[config.mk]
export PLATFORM = sky130hd
export DESIGN_NAME = obstacle_pillars_flat
export DESIGN_NICKNAME = d
export VERILOG_FILES = /design/src/rtl/obstacle_pillars_if.sv /design/src/rtl/obstacle_pillars.sv /design/src/flat_wrapper.sv
export SDC_FILE = /design/constraint.sdc
export NUM_CORES = 1
export LEC_CHECK = 0
export BUFFER_PORTS_ARGS = -buffer_cell sky130_fd_sc_hd__buf_4
export CAP_MARGIN = 10
export CELL_PAD_IN_SITES_DETAIL_PLACEMENT = 2
export CELL_PAD_IN_SITES_GLOBAL_PLACEMENT = 2
export CORE_AREA = 2 2 128 130
export CTS_CLUSTER_DIAMETER = 120
export DETAILED_ROUTE_END_ITERATION = 16
export DIE_AREA = 0 0 130 132
export PLACE_DENSITY = 0.77
export SYNTH_ARGS = -nofsm -noshare
export SYNTH_HDL_FRONTEND = slang
export SYNTH_SLANG_ARGS = --single-unit
[constraint.sdc]
create_clock -name pclk -period 3.35 [get_ports pclk]
set_clock_uncertainty 0.1 [all_clocks]
set_input_delay 1.005 -clock pclk [delete_from_list [all_inputs] [get_ports pclk]]
set_output_delay 1.005 -clock pclk [all_outputs]
set_load 0.02 [all_outputs]
[src/rtl/obstacle_pillars_if.sv]
// Video-stream bundle for obstacle_pillars: upstream timing/pixel in, game
// controls in, delayed timing plus pillar colour and hit coordinates out.
interface obstacle_pillars_if;
  logic [11:0] hcount_in;
  logic [11:0] vcount_in;
  logic        hsync_in;
  logic        vsync_in;
  logic        hblnk_in;
  logic        vblnk_in;
  logic [11:0] rgb_in;
  logic        game_on;
  logic        play_selected;
  logic        menu_on;

  logic [11:0] hcount_out;
  logic [11:0] vcount_out;
  logic        hsync_out;
  logic        vsync_out;
  logic        hblnk_out;
  logic        vblnk_out;
  logic [11:0] rgb_out;
  logic [11:0] obstacle_x;
  logic [11:0] obstacle_y;
  logic        obstacle_hit;

  modport slave (
    input  hcount_in, vcount_in, hsync_in, vsync_in, hblnk_in, vblnk_in, rgb_in,
           game_on, play_selected, menu_on,
    output hcount_out, vcount_out, hsync_out, vsync_out, hblnk_out, vblnk_out,
           rgb_out, obstacle_x, obstacle_y, obstacle_hit
  );

  modport master (
    output hcount_in, vcount_in, hsync_in, vsync_in, hblnk_in, vblnk_in, rgb_in,
           game_on, play_selected, menu_on,
    input  hcount_out, vcount_out, hsync_out, vsync_out, hblnk_out, vblnk_out,
           rgb_out, obstacle_x, obstacle_y, obstacle_hit
  );
endinterface

[src/rtl/obstacle_pillars.sv]
// Scrolling pillar obstacles overlaid on the VGA stream, one cycle of latency.
// Optional feature macro: OBSTACLE_SPEEDUP_EN (pillar-0 respawns raise speed).

module obstacle_pillars_lane #(
  parameter int IDX        = 0,
  parameter int PILLAR_W   = 20,
  parameter int PILLAR_H   = 200,
  parameter int SPAWN_X    = 662,
  parameter int LEFT_LIMIT = 341,
  parameter int SPACING    = 160,
  parameter int TOP_A      = 417,
  parameter int TOP_B      = 317
) (
  input  logic        pclk,
  input  logic        rst,
  input  logic        reload,
  input  logic        move,
  input  logic [11:0] speed,
  input  logic [11:0] hcount,
  input  logic [11:0] vcount,
  output logic        hit,
  output logic        respawn
);
  localparam logic [11:0] INIT_LEFT = 12'(SPAWN_X - IDX * SPACING);

  logic [11:0] left_q, left_d;
  logic        flip_q, flip_d;
  logic [11:0] top;
  logic        wrap;
  logic        in_x, in_y;

  assign wrap = (left_q <= 12'(LEFT_LIMIT));
  assign top  = flip_q ? 12'(TOP_B) : 12'(TOP_A);

  always_comb begin
    left_d  = left_q;
    flip_d  = flip_q;
    respawn = 1'b0;
    if (reload) begin
      left_d = INIT_LEFT;
      flip_d = 1'b0;
    end else if (move) begin
      if (wrap) begin
        left_d  = 12'(SPAWN_X);
        flip_d  = ~flip_q;
        respawn = 1'b1;
      end else begin
        left_d = left_q - speed;
      end
    end
  end

  always_ff @(posedge pclk) begin
    if (rst) begin
      left_q <= INIT_LEFT;
      flip_q <= 1'b0;
    end else begin
      left_q <= left_d;
      flip_q <= flip_d;
    end
  end

  // 13-bit upper bounds so a pillar near 4095 cannot wrap its right/bottom edge
  assign in_x = ({1'b0, hcount} >= {1'b0, left_q}) &&
                ({1'b0, hcount} <  ({1'b0, left_q} + 13'(PILLAR_W)));
  assign in_y = ({1'b0, vcount} >= {1'b0, top}) &&
                ({1'b0, vcount} <  ({1'b0, top} + 13'(PILLAR_H)));
  assign hit  = in_x && in_y;
endmodule

module obstacle_pillars #(
  parameter int          NUM_PILLARS     = 2,
  parameter int          PILLAR_W        = 20,
  parameter int          PILLAR_H        = 200,
  parameter int          SPAWN_X         = 662,
  parameter int          LEFT_LIMIT      = 341,
  parameter int          SPACING         = 160,
  parameter int          TOP_A           = 417,
  parameter int          TOP_B           = 317,
  parameter int          SPEED           = 1,
  parameter int          MAX_SPEED       = 4,
  parameter int          FRAMES_PER_MOVE = 1,
  parameter logic [11:0] COLOR           = 12'hfff
) (
  input logic                 pclk,
  input logic                 rst,
  obstacle_pillars_if.slave   bus
);
  localparam int FC_W = (FRAMES_PER_MOVE > 1) ? $clog2(FRAMES_PER_MOVE) : 1;

  typedef enum logic {S_IDLE, S_RUN} state_t;

  typedef struct packed {
    logic [11:0] hcount;
    logic [11:0] vcount;
    logic        hsync;
    logic        vsync;
    logic        hblnk;
    logic        vblnk;
    logic [11:0] rgb;
    logic [11:0] ox;
    logic [11:0] oy;
    logic        hit;
  } out_t;

  state_t           state_q, state_d;
  logic [FC_W-1:0]  fc_q, fc_d;
  logic             vsync_q, vsync_d;
  out_t             out_q, out_d;
  logic             tick, start, stop, move, reload, draw, any_hit;
  logic [11:0]      speed;
  logic [NUM_PILLARS-1:0] lane_hit;
  logic [NUM_PILLARS-1:0] lane_respawn;

  assign vsync_d = bus.vsync_in;
  assign tick    = bus.vsync_in & ~vsync_q;
  assign start   = (bus.game_on | bus.play_selected) & ~bus.menu_on;
  assign stop    = bus.menu_on | ~bus.play_selected;
  assign draw    = (state_q == S_RUN);

  // Exit beats a same-cycle tick: the RUN branch checks stop before tick.
  always_comb begin
    state_d = state_q;
    fc_d    = fc_q;
    move    = 1'b0;
    reload  = 1'b0;
    case (state_q)
      S_IDLE: begin
        reload = 1'b1;
        fc_d   = '0;
        if (start) state_d = S_RUN;
      end
      S_RUN: begin
        if (stop) begin
          state_d = S_IDLE;
          reload  = 1'b1;
          fc_d    = '0;
        end else if (tick) begin
          if (fc_q == FC_W'(FRAMES_PER_MOVE - 1)) begin
            fc_d = '0;
            move = 1'b1;
          end else begin
            fc_d = fc_q + 1'b1;
          end
        end
      end
      default: state_d = S_IDLE;
    endcase
  end

  for (genvar i = 0; i < NUM_PILLARS; i++) begin : g_lane
    obstacle_pillars_lane #(
      .IDX(i), .PILLAR_W(PILLAR_W), .PILLAR_H(PILLAR_H), .SPAWN_X(SPAWN_X),
      .LEFT_LIMIT(LEFT_LIMIT), .SPACING(SPACING), .TOP_A(TOP_A), .TOP_B(TOP_B)
    ) u_lane (
      .pclk(pclk), .rst(rst), .reload(reload), .move(move), .speed(speed),
      .hcount(bus.hcount_in), .vcount(bus.vcount_in),
      .hit(lane_hit[i]), .respawn(lane_respawn[i])
    );
  end

`ifdef OBSTACLE_SPEEDUP_EN
  logic [11:0] speed_q, speed_d;
  logic        unused_respawn;

  always_comb begin
    speed_d = speed_q;
    if (reload)
      speed_d = 12'(SPEED);
    else if (lane_respawn[0])
      speed_d = (speed_q >= 12'(MAX_SPEED)) ? 12'(MAX_SPEED) : speed_q + 12'd1;
  end

  always_ff @(posedge pclk) begin
    if (rst) speed_q <= 12'(SPEED);
    else     speed_q <= speed_d;
  end

  assign speed          = speed_q;
  assign unused_respawn = ^lane_respawn;
`else
  logic unused_cfg;
  assign speed      = 12'(SPEED);
  assign unused_cfg = ^{lane_respawn, 12'(MAX_SPEED)};
`endif

  assign any_hit = draw & (|lane_hit);

  always_comb begin
    out_d        = '0;
    out_d.hcount = bus.hcount_in;
    out_d.vcount = bus.vcount_in;
    out_d.hsync  = bus.hsync_in;
    out_d.vsync  = bus.vsync_in;
    out_d.hblnk  = bus.hblnk_in;
    out_d.vblnk  = bus.vblnk_in;
    out_d.rgb    = bus.rgb_in;
    if (any_hit) begin
      out_d.rgb = COLOR;
      out_d.ox  = bus.hcount_in;
      out_d.oy  = bus.vcount_in;
      out_d.hit = 1'b1;
    end
  end

  always_ff @(posedge pclk) begin
    if (rst) begin
      state_q <= S_IDLE;
      fc_q    <= '0;
      vsync_q <= 1'b0;
      out_q   <= '0;
    end else begin
      state_q <= state_d;
      fc_q    <= fc_d;
      vsync_q <= vsync_d;
      out_q   <= out_d;
    end
  end

  assign bus.hcount_out   = out_q.hcount;
  assign bus.vcount_out   = out_q.vcount;
  assign bus.hsync_out    = out_q.hsync;
  assign bus.vsync_out    = out_q.vsync;
  assign bus.hblnk_out    = out_q.hblnk;
  assign bus.vblnk_out    = out_q.vblnk;
  assign bus.rgb_out      = out_q.rgb;
  assign bus.obstacle_x   = out_q.ox;
  assign bus.obstacle_y   = out_q.oy;
  assign bus.obstacle_hit = out_q.hit;
endmodule

[src/flat_wrapper.sv]
// flat-port wrapper written by rule: the top's interface ports become plain ports
module obstacle_pillars_flat 
#(
  parameter int          NUM_PILLARS     = 2,
  parameter int          PILLAR_W        = 20,
  parameter int          PILLAR_H        = 200,
  parameter int          SPAWN_X         = 662,
  parameter int          LEFT_LIMIT      = 341,
  parameter int          SPACING         = 160,
  parameter int          TOP_A           = 417,
  parameter int          TOP_B           = 317,
  parameter int          SPEED           = 1,
  parameter int          MAX_SPEED       = 4,
  parameter int          FRAMES_PER_MOVE = 1,
  parameter logic [11:0] COLOR           = 12'hfff
)
  (pclk, rst, bus_hcount_in, bus_vcount_in, bus_hsync_in, bus_vsync_in, bus_hblnk_in, bus_vblnk_in, bus_rgb_in, bus_game_on, bus_play_selected, bus_menu_on, bus_hcount_out, bus_vcount_out, bus_hsync_out, bus_vsync_out, bus_hblnk_out, bus_vblnk_out, bus_rgb_out, bus_obstacle_x, bus_obstacle_y, bus_obstacle_hit);
  obstacle_pillars_if bus_i ();
  input logic pclk;
  input logic rst;
  input wire logic [$bits(bus_i.hcount_in)-1:0] bus_hcount_in;
  input wire logic [$bits(bus_i.vcount_in)-1:0] bus_vcount_in;
  input wire logic [$bits(bus_i.hsync_in)-1:0] bus_hsync_in;
  input wire logic [$bits(bus_i.vsync_in)-1:0] bus_vsync_in;
  input wire logic [$bits(bus_i.hblnk_in)-1:0] bus_hblnk_in;
  input wire logic [$bits(bus_i.vblnk_in)-1:0] bus_vblnk_in;
  input wire logic [$bits(bus_i.rgb_in)-1:0] bus_rgb_in;
  input wire logic [$bits(bus_i.game_on)-1:0] bus_game_on;
  input wire logic [$bits(bus_i.play_selected)-1:0] bus_play_selected;
  input wire logic [$bits(bus_i.menu_on)-1:0] bus_menu_on;
  output wire logic [$bits(bus_i.hcount_out)-1:0] bus_hcount_out;
  output wire logic [$bits(bus_i.vcount_out)-1:0] bus_vcount_out;
  output wire logic [$bits(bus_i.hsync_out)-1:0] bus_hsync_out;
  output wire logic [$bits(bus_i.vsync_out)-1:0] bus_vsync_out;
  output wire logic [$bits(bus_i.hblnk_out)-1:0] bus_hblnk_out;
  output wire logic [$bits(bus_i.vblnk_out)-1:0] bus_vblnk_out;
  output wire logic [$bits(bus_i.rgb_out)-1:0] bus_rgb_out;
  output wire logic [$bits(bus_i.obstacle_x)-1:0] bus_obstacle_x;
  output wire logic [$bits(bus_i.obstacle_y)-1:0] bus_obstacle_y;
  output wire logic [$bits(bus_i.obstacle_hit)-1:0] bus_obstacle_hit;
  assign bus_i.hcount_in = bus_hcount_in;
  assign bus_i.vcount_in = bus_vcount_in;
  assign bus_i.hsync_in = bus_hsync_in;
  assign bus_i.vsync_in = bus_vsync_in;
  assign bus_i.hblnk_in = bus_hblnk_in;
  assign bus_i.vblnk_in = bus_vblnk_in;
  assign bus_i.rgb_in = bus_rgb_in;
  assign bus_i.game_on = bus_game_on;
  assign bus_i.play_selected = bus_play_selected;
  assign bus_i.menu_on = bus_menu_on;
  assign bus_hcount_out = bus_i.hcount_out;
  assign bus_vcount_out = bus_i.vcount_out;
  assign bus_hsync_out = bus_i.hsync_out;
  assign bus_vsync_out = bus_i.vsync_out;
  assign bus_hblnk_out = bus_i.hblnk_out;
  assign bus_vblnk_out = bus_i.vblnk_out;
  assign bus_rgb_out = bus_i.rgb_out;
  assign bus_obstacle_x = bus_i.obstacle_x;
  assign bus_obstacle_y = bus_i.obstacle_y;
  assign bus_obstacle_hit = bus_i.obstacle_hit;
  obstacle_pillars #(.NUM_PILLARS(NUM_PILLARS), .PILLAR_W(PILLAR_W), .PILLAR_H(PILLAR_H), .SPAWN_X(SPAWN_X), .LEFT_LIMIT(LEFT_LIMIT), .SPACING(SPACING), .TOP_A(TOP_A), .TOP_B(TOP_B), .SPEED(SPEED), .MAX_SPEED(MAX_SPEED), .FRAMES_PER_MOVE(FRAMES_PER_MOVE), .COLOR(COLOR)) u_core (.pclk(pclk), .rst(rst), .bus(bus_i));
endmodule
Word level (Yosys, flattened, before mapping)
Cells that the tools add are included.

Bits in registers: 93. Input port bits: 45.

Equal/unequal tests: 1. Add/sub/neg operators: 7. Muxes and demuxes: 18. Order comparisons: 10. Reduce and logical (&&, ||, !) cells: 11. Bitwise logic cells: 12.

Operators by type and width (number): two-way mux 37 bit (1); adder 12 x 5 -> 13 bit, second input constant (2); less-than comparator 12 x 13 -> 1 bit (2); >= comparator 12 bit (2); >= comparator 12 x 9 -> 1 bit (2); less-or-equal comparator 12 x 9 -> 1 bit, second input constant (2); less-than comparator 12 x 10 -> 1 bit (2); two-way mux 12 bit (2); subtractor 12 x 1 -> 12 bit, second input constant (2); adder 9 x 8 -> 10 bit, second input constant (2); two-way mux 8 bit (2); two-way mux 1 bit (10); NOT 1 bit (7); logical AND 1 bit (6); one-hot mux 1 bit (2 select lines) (3); OR reduction 2 bit (3); AND reduction 2 bit (2); AND 1 bit (3); != test 3 bit, second input constant (1); OR 1 bit (2); adder 1 bit, second input constant (1).

Longest topological paths before layout
Depth after elaboration: 9. Mapped depth: 13. Depth with buffers taken out: 11.

Modules after synthesis
Synthesis repeated with hierarchy kept, for this count alone.

Cells, all modules: 643. Area total of the unflattened synthesis: 5790.6 um2.

By module, submodules not included: obstacle_pillars (times used 1, cells each 163, area an instance 2003.2 um2); obstacle_pillars_lane at u_core.g_lane[0].u_lane (times used 1, cells each 243, area an instance 1904.3 um2); obstacle_pillars_lane at u_core.g_lane[1].u_lane (times used 1, cells each 237, area an instance 1883.1 um2).

Worst setup path before layout
OpenSTA, ideal clock, no wires.

Path type: in2reg. Start point: input port bus_hcount_in[0]. End point: register u_core.out_q (netlist bit u_core.bus.rgb_out[2]). Data arrival time: 2.774 ns. Slack: 0.332 ns. Stages on the path: 9. Cell sequence: inv_1 -> ha_1 -> nand2b_1 -> a2111oi_2 -> nor4_1 -> or4_4 -> o211ai_4 -> buf_6 -> o221ai_1.

Longest elaborated chain between the ends: 6. Elaborated cells on any way between the ends: 11. Classes of those cells: order compare (4); mux (1); bitwise (1); reduce/logical (5).

Ends and longest elaborated chain: start, declared (RTL line flat_wrapper.sv:21) `input wire logic [$bits(bus_i.hcount_in)-1:0] bus_hcount_in;`; less-than comparator 12 x 13 -> 1 bit or >= comparator 12 bit (tied branches) (RTL line obstacle_pillars.sv:65, obstacle_pillars.sv:64); logical AND 1 bit (RTL line obstacle_pillars.sv:64) `assign in_x = ({1'b0, hcount} >= {1'b0, left_q}) &&`; logical AND 1 bit (RTL line obstacle_pillars.sv:68) `assign hit = in_x && in_y;`; OR reduction 2 bit * (RTL line obstacle_pillars.sv:187) `assign any_hit = draw & (|lane_hit);`; AND 1 bit * (RTL line obstacle_pillars.sv:187); two-way mux 37 bit * (RTL line obstacle_pillars.sv:198) `if (any_hit) begin`; end signal, assigned (RTL line obstacle_pillars.sv:216) `out_q <= out_d;`; end, declared (RTL line obstacle_pillars.sv:109) `out_t out_q, out_d;`.

Mark *: on every way between the ends. The rest lies on a longest branch, timed or not. A chain may end at the register's enable or synchronous reset.

Final worst setup path
Start point: register u_core.g_lane[1].u_lane.left_q[3]. End point: register u_core.out_q (netlist bit u_core.bus.obstacle_y[7]).

Longest elaborated chain between the ends: 8. Elaborated cells on any way between the ends: 9. Classes of those cells: add/sub (1); order compare (2); bitwise (2); reduce/logical (4).

Ends and longest elaborated chain: start, declared (RTL line obstacle_pillars.sv:26) `logic [11:0] left_q, left_d;`; start signal, assigned (RTL line obstacle_pillars.sv:58) `left_q <= left_d;`; adder 12 x 5 -> 13 bit (RTL line obstacle_pillars.sv:65) `({1'b0, hcount} < ({1'b0, left_q} + 13'(PILLAR_W)));`; less-than comparator 12 x 13 -> 1 bit (RTL line obstacle_pillars.sv:65); logical AND 1 bit * (RTL line obstacle_pillars.sv:64); logical AND 1 bit * (RTL line obstacle_pillars.sv:68); OR reduction 2 bit * (RTL line obstacle_pillars.sv:187); AND 1 bit * (RTL line obstacle_pillars.sv:187); NOT 1 bit (no source line) *; OR reduction 2 bit (no source line) *.

Marked as above.

==> metrics.txt <==
Tot Pwr 2.54 mW; fin util 42.4%; grt ovf 0; Synth top area share 36.1%; vias in the first global route 5095; HP Start u_core.g_lane[1].u_lane.left_q[1]; Mean Syn Cell Area 9.27 sq um; Tot GR Track Use 20.8%; post-synthesis async set-or-reset flop share 0%; CTS sink cnt 92; CTS resizes 0; FP Rows 46; routability cong. 0.855; Startpoint Class flip-flop; Max Cap Viol 0; DIE HEIGHT 132 microns; DRC errors left 0; CTS H-tree lvls 3; Critical Path AT 3.30 ns; Synth Flop Type dfxtp_1; top layer in use met4; Post-synth EDFFs 0; TritonCTS clock tree yes; antenna-violating nets left 0; DRT Pass-1 Iters 4; RSZ-0062 raised after global routing yes; wire length on met1 7.56 mm; hold_buf cts 0; Critical Path Slowest Stage Cell dfxtp_1; Tightest Pin Transition 0.690 ns; P_leak 2.90 nW; CP Cell Sequence ha_2 -> o2111ai_4 -> nor3_1 -> xnor2_1 -> ha_1 -> a21o_1 -> a21oi_1 -> buf_4 -> o221ai_2 -> a2111oi_4 -> nand3_4 -> buf_6 -> a211oi_2; Post-DP HPWL 14.0 mm; Initial Util 32.5%; placed insts 883; I/O pin cnt 110; Worst-Skew Late Latency 0.35 ns; DR vias/cell 5.08; post-synthesis cell count 551; Hold EP u_core.g_lane[1].u_lane.left_q[1]; Antenna Cells 0; # nets final 791; Critical R2R Capture u_core.bus.obstacle_y[7]; PD cells 382 nW/um^2; family with the most delay on the worst path compound AO/OA/AOI/OAI gates; Req. time, crit path 3.51 ns; Ys Warns 0; ratio of cells with drive above 1 in the final layout 26.5%; Worst Hold Class flip-flop to flip-flop; largest area contributor in the netlist dfxtp_1; critical-path maximum fanout 8; postcts setup bufs 0; core region area 15700 sq um; clk buf depth 2; total wire length 17.7 mm; final setup fails 0; PortBufs 109; CTS Buf Count 9; status finished, final reports clean; Mapped Area 5110 sq um; pin count of the biggest net entering global routing 37; Initial DRC Count 164; clk slew on worst S/H paths 0.08 ns; area grow syn2layout 30.3%; Tmin final 3.14 ns; Reg2Reg Depth 13; Setup CP Type flip-flop to flip-flop; initial antenna violation count 0; relative slew slack 53.6%; Worst R2R Setup Slack 0.21 ns; reg2reg start u_core.g_lane[1].u_lane.left_q[3]; count of cell types in the netlist 52; hold_ws 0.410 ns; Fmax 319 MHz; met3 wire length 726 microns; Post-Layout Cell Count 899; Peak supply drop 0.209 mV; Final Slew Violations 0; hold path depth 2; Avg WL per Cell 19.7 microns; sequential area share after synthesis 36.1%; Bufs and invs on worst path 2; Die Wd 130 microns; met2 wire length 8.96 mm; CP endpoint kind flip-flop; Root Driver clkbuf_16; largest cells by area after synthesis dfxtp_1 36%, ha_1 17%, xnor2_1 6.0%; Hold Fails Final Rpt 0; count of state elements after synthesis 92; Final Cycle Share 93.6%; slowest stage delay, CP 0.40 ns; first-pass GRT wire length 27.7 mm; full die area 17200 sq um; Via Count 4564
## how the worst max path moves through the flow
stage | from | endpoint | slack (ns) | cells after the start
2_1_floorplan | bus_hcount_in[0] | u_core.bus.rgb_out[2] | 0.33 | 9
5_1_grt | u_core.g_lane[0].u_lane.left_q[5] | u_core.bus.rgb_out[11] | -0.03 | 10
4_1_cts | u_core.g_lane[0].u_lane.left_q[2] | u_core.bus.rgb_out[1] | 0.06 | 10
3_3_place_gp | bus_hcount_in[0] | u_core.bus.rgb_out[11] | 0.03 | 10
3_5_place_dp | bus_hcount_in[0] | u_core.bus.rgb_out[1] | -0.07 | 10
6_report | u_core.g_lane[1].u_lane.left_q[3] | u_core.bus.obstacle_y[7] | 0.21 | 13
## worst min-delay path, cell delays in order (launching register included)
cell and delay, ns:
dfxtp_1 0.32, nand2_1 0.05, o211ai_1 0.07
## flip-flops by register name (all words and copies together), names as in the netlist
| name | cells |
|---|---|
| u_core.bus.hblnk_out | 1 |
| u_core.bus.hcount_out | 12 |
| u_core.g_lane.u_lane.flip_q | 2 |
| u_core.bus.vsync_out | 1 |
| u_core.bus.obstacle_hit | 1 |
| u_core.bus.hsync_out | 1 |
| u_core.g_lane.u_lane.left_q | 24 |
| u_core.bus.obstacle_y | 12 |
| u_core.bus.obstacle_x | 12 |
| u_core.bus.vblnk_out | 1 |
| u_core.bus.vcount_out | 12 |
| u_core.draw | 1 |
| u_core.bus.rgb_out | 12 |
## where the power goes
| group | switching [mW] | internal, mW | total [mW] |
|---|---|---|---|
| sequential | 0.0110 | 1.12 | 1.13 |
| clock | 0.501 | 0.599 | 1.10 |
| combinational | 0.176 | 0.131 | 0.307 |
| total | 0.687 | 1.85 | 2.54 |
## logic make-up (layout without fill, tap and decap cells)
family / after synthesis / after routing / synth area share, %
and+or+nand+nor: 159 / 159 / 15.8
AOI/OAI and AO/OA: 119 / 119 / 18.7
DFF: 92 / 92 / 36.1
buffers and inverters: 75 / 206 / 6.27
adders and majority gates: 68 / 68 / 16.7
xor gates and xnor gates: 37 / 37 / 6.35
other: 1 / 2 / 0.0734
## metrics by stage
stage	setup TNS, ns	worst slack [ns]	cell area, sq um
after detailed placement	-0.447	-0.0712	6300
after global routing	-0.0519	-0.0304	6660
after CTS	0	0.0605	6610
after global placement	0	0.0318	6300
after floorplan	0	0.332	5110
final	0	0.214	6660
## synth_stat cells, types with 3 or more instances
cell type and count:
dfxtp_1 92, ha_1 68, inv_1 51, nor2_1 39
a21oi_1 35, xnor2_1 35, nand2_1 31, nor2b_1 20
nand3_1 16, o21ai_0 15, nor3_1 14, nand4_1 12
o221ai_1 12, a211oi_2 9, clkbuf_1 9, nor4_1 8
a21o_1 7, nand2b_1 7, o21a_1 7, a211oi_1 5
o211ai_1 5, a2111oi_2 4, buf_2 4, buf_4 3
buf_6 3, clkinv_1 3, nor3b_1 3, o2111ai_1 3
## metal layers
metal | track usage, % | vias up
met4 | 7.65 | 0
met1 | 24.9 | 2228
met3 | 3.00 | 31
li1 | - | 2196
met2 | 37.1 | 109
met5 | 0 | -
## final cells by class
type                            instances  area [sq um]
Fill cell                            1717          9060
Multi-Input combinational cell        385          2980
Sequential cell                        92          1840
Timing Repair Buffer                  136          1040
Tap cell                              216           270
Clock buffer                            9           225
Inverter                               54           203
Clock inverter                          7          92.6
## cell usage in the layout, fill, tap and decap left out, drive strengths merged, types with 4 or more instances in the layout
master and instances:
o21ai 16, nor2b 20, nand2b 7, nand3 17, o221ai 14, a2111oi 7, nor4 8, buf 136
nand4 12, a21o 7, nand2 31, a21oi 35, o211ai 6, o21a 7, clkbuf 9, dfxtp 92
a211oi 14, nor3 14, o2111ai 4, inv 54, xnor2 35, clkinv 6, ha 68, nor2 39
(Power assumes the default switching activity.)
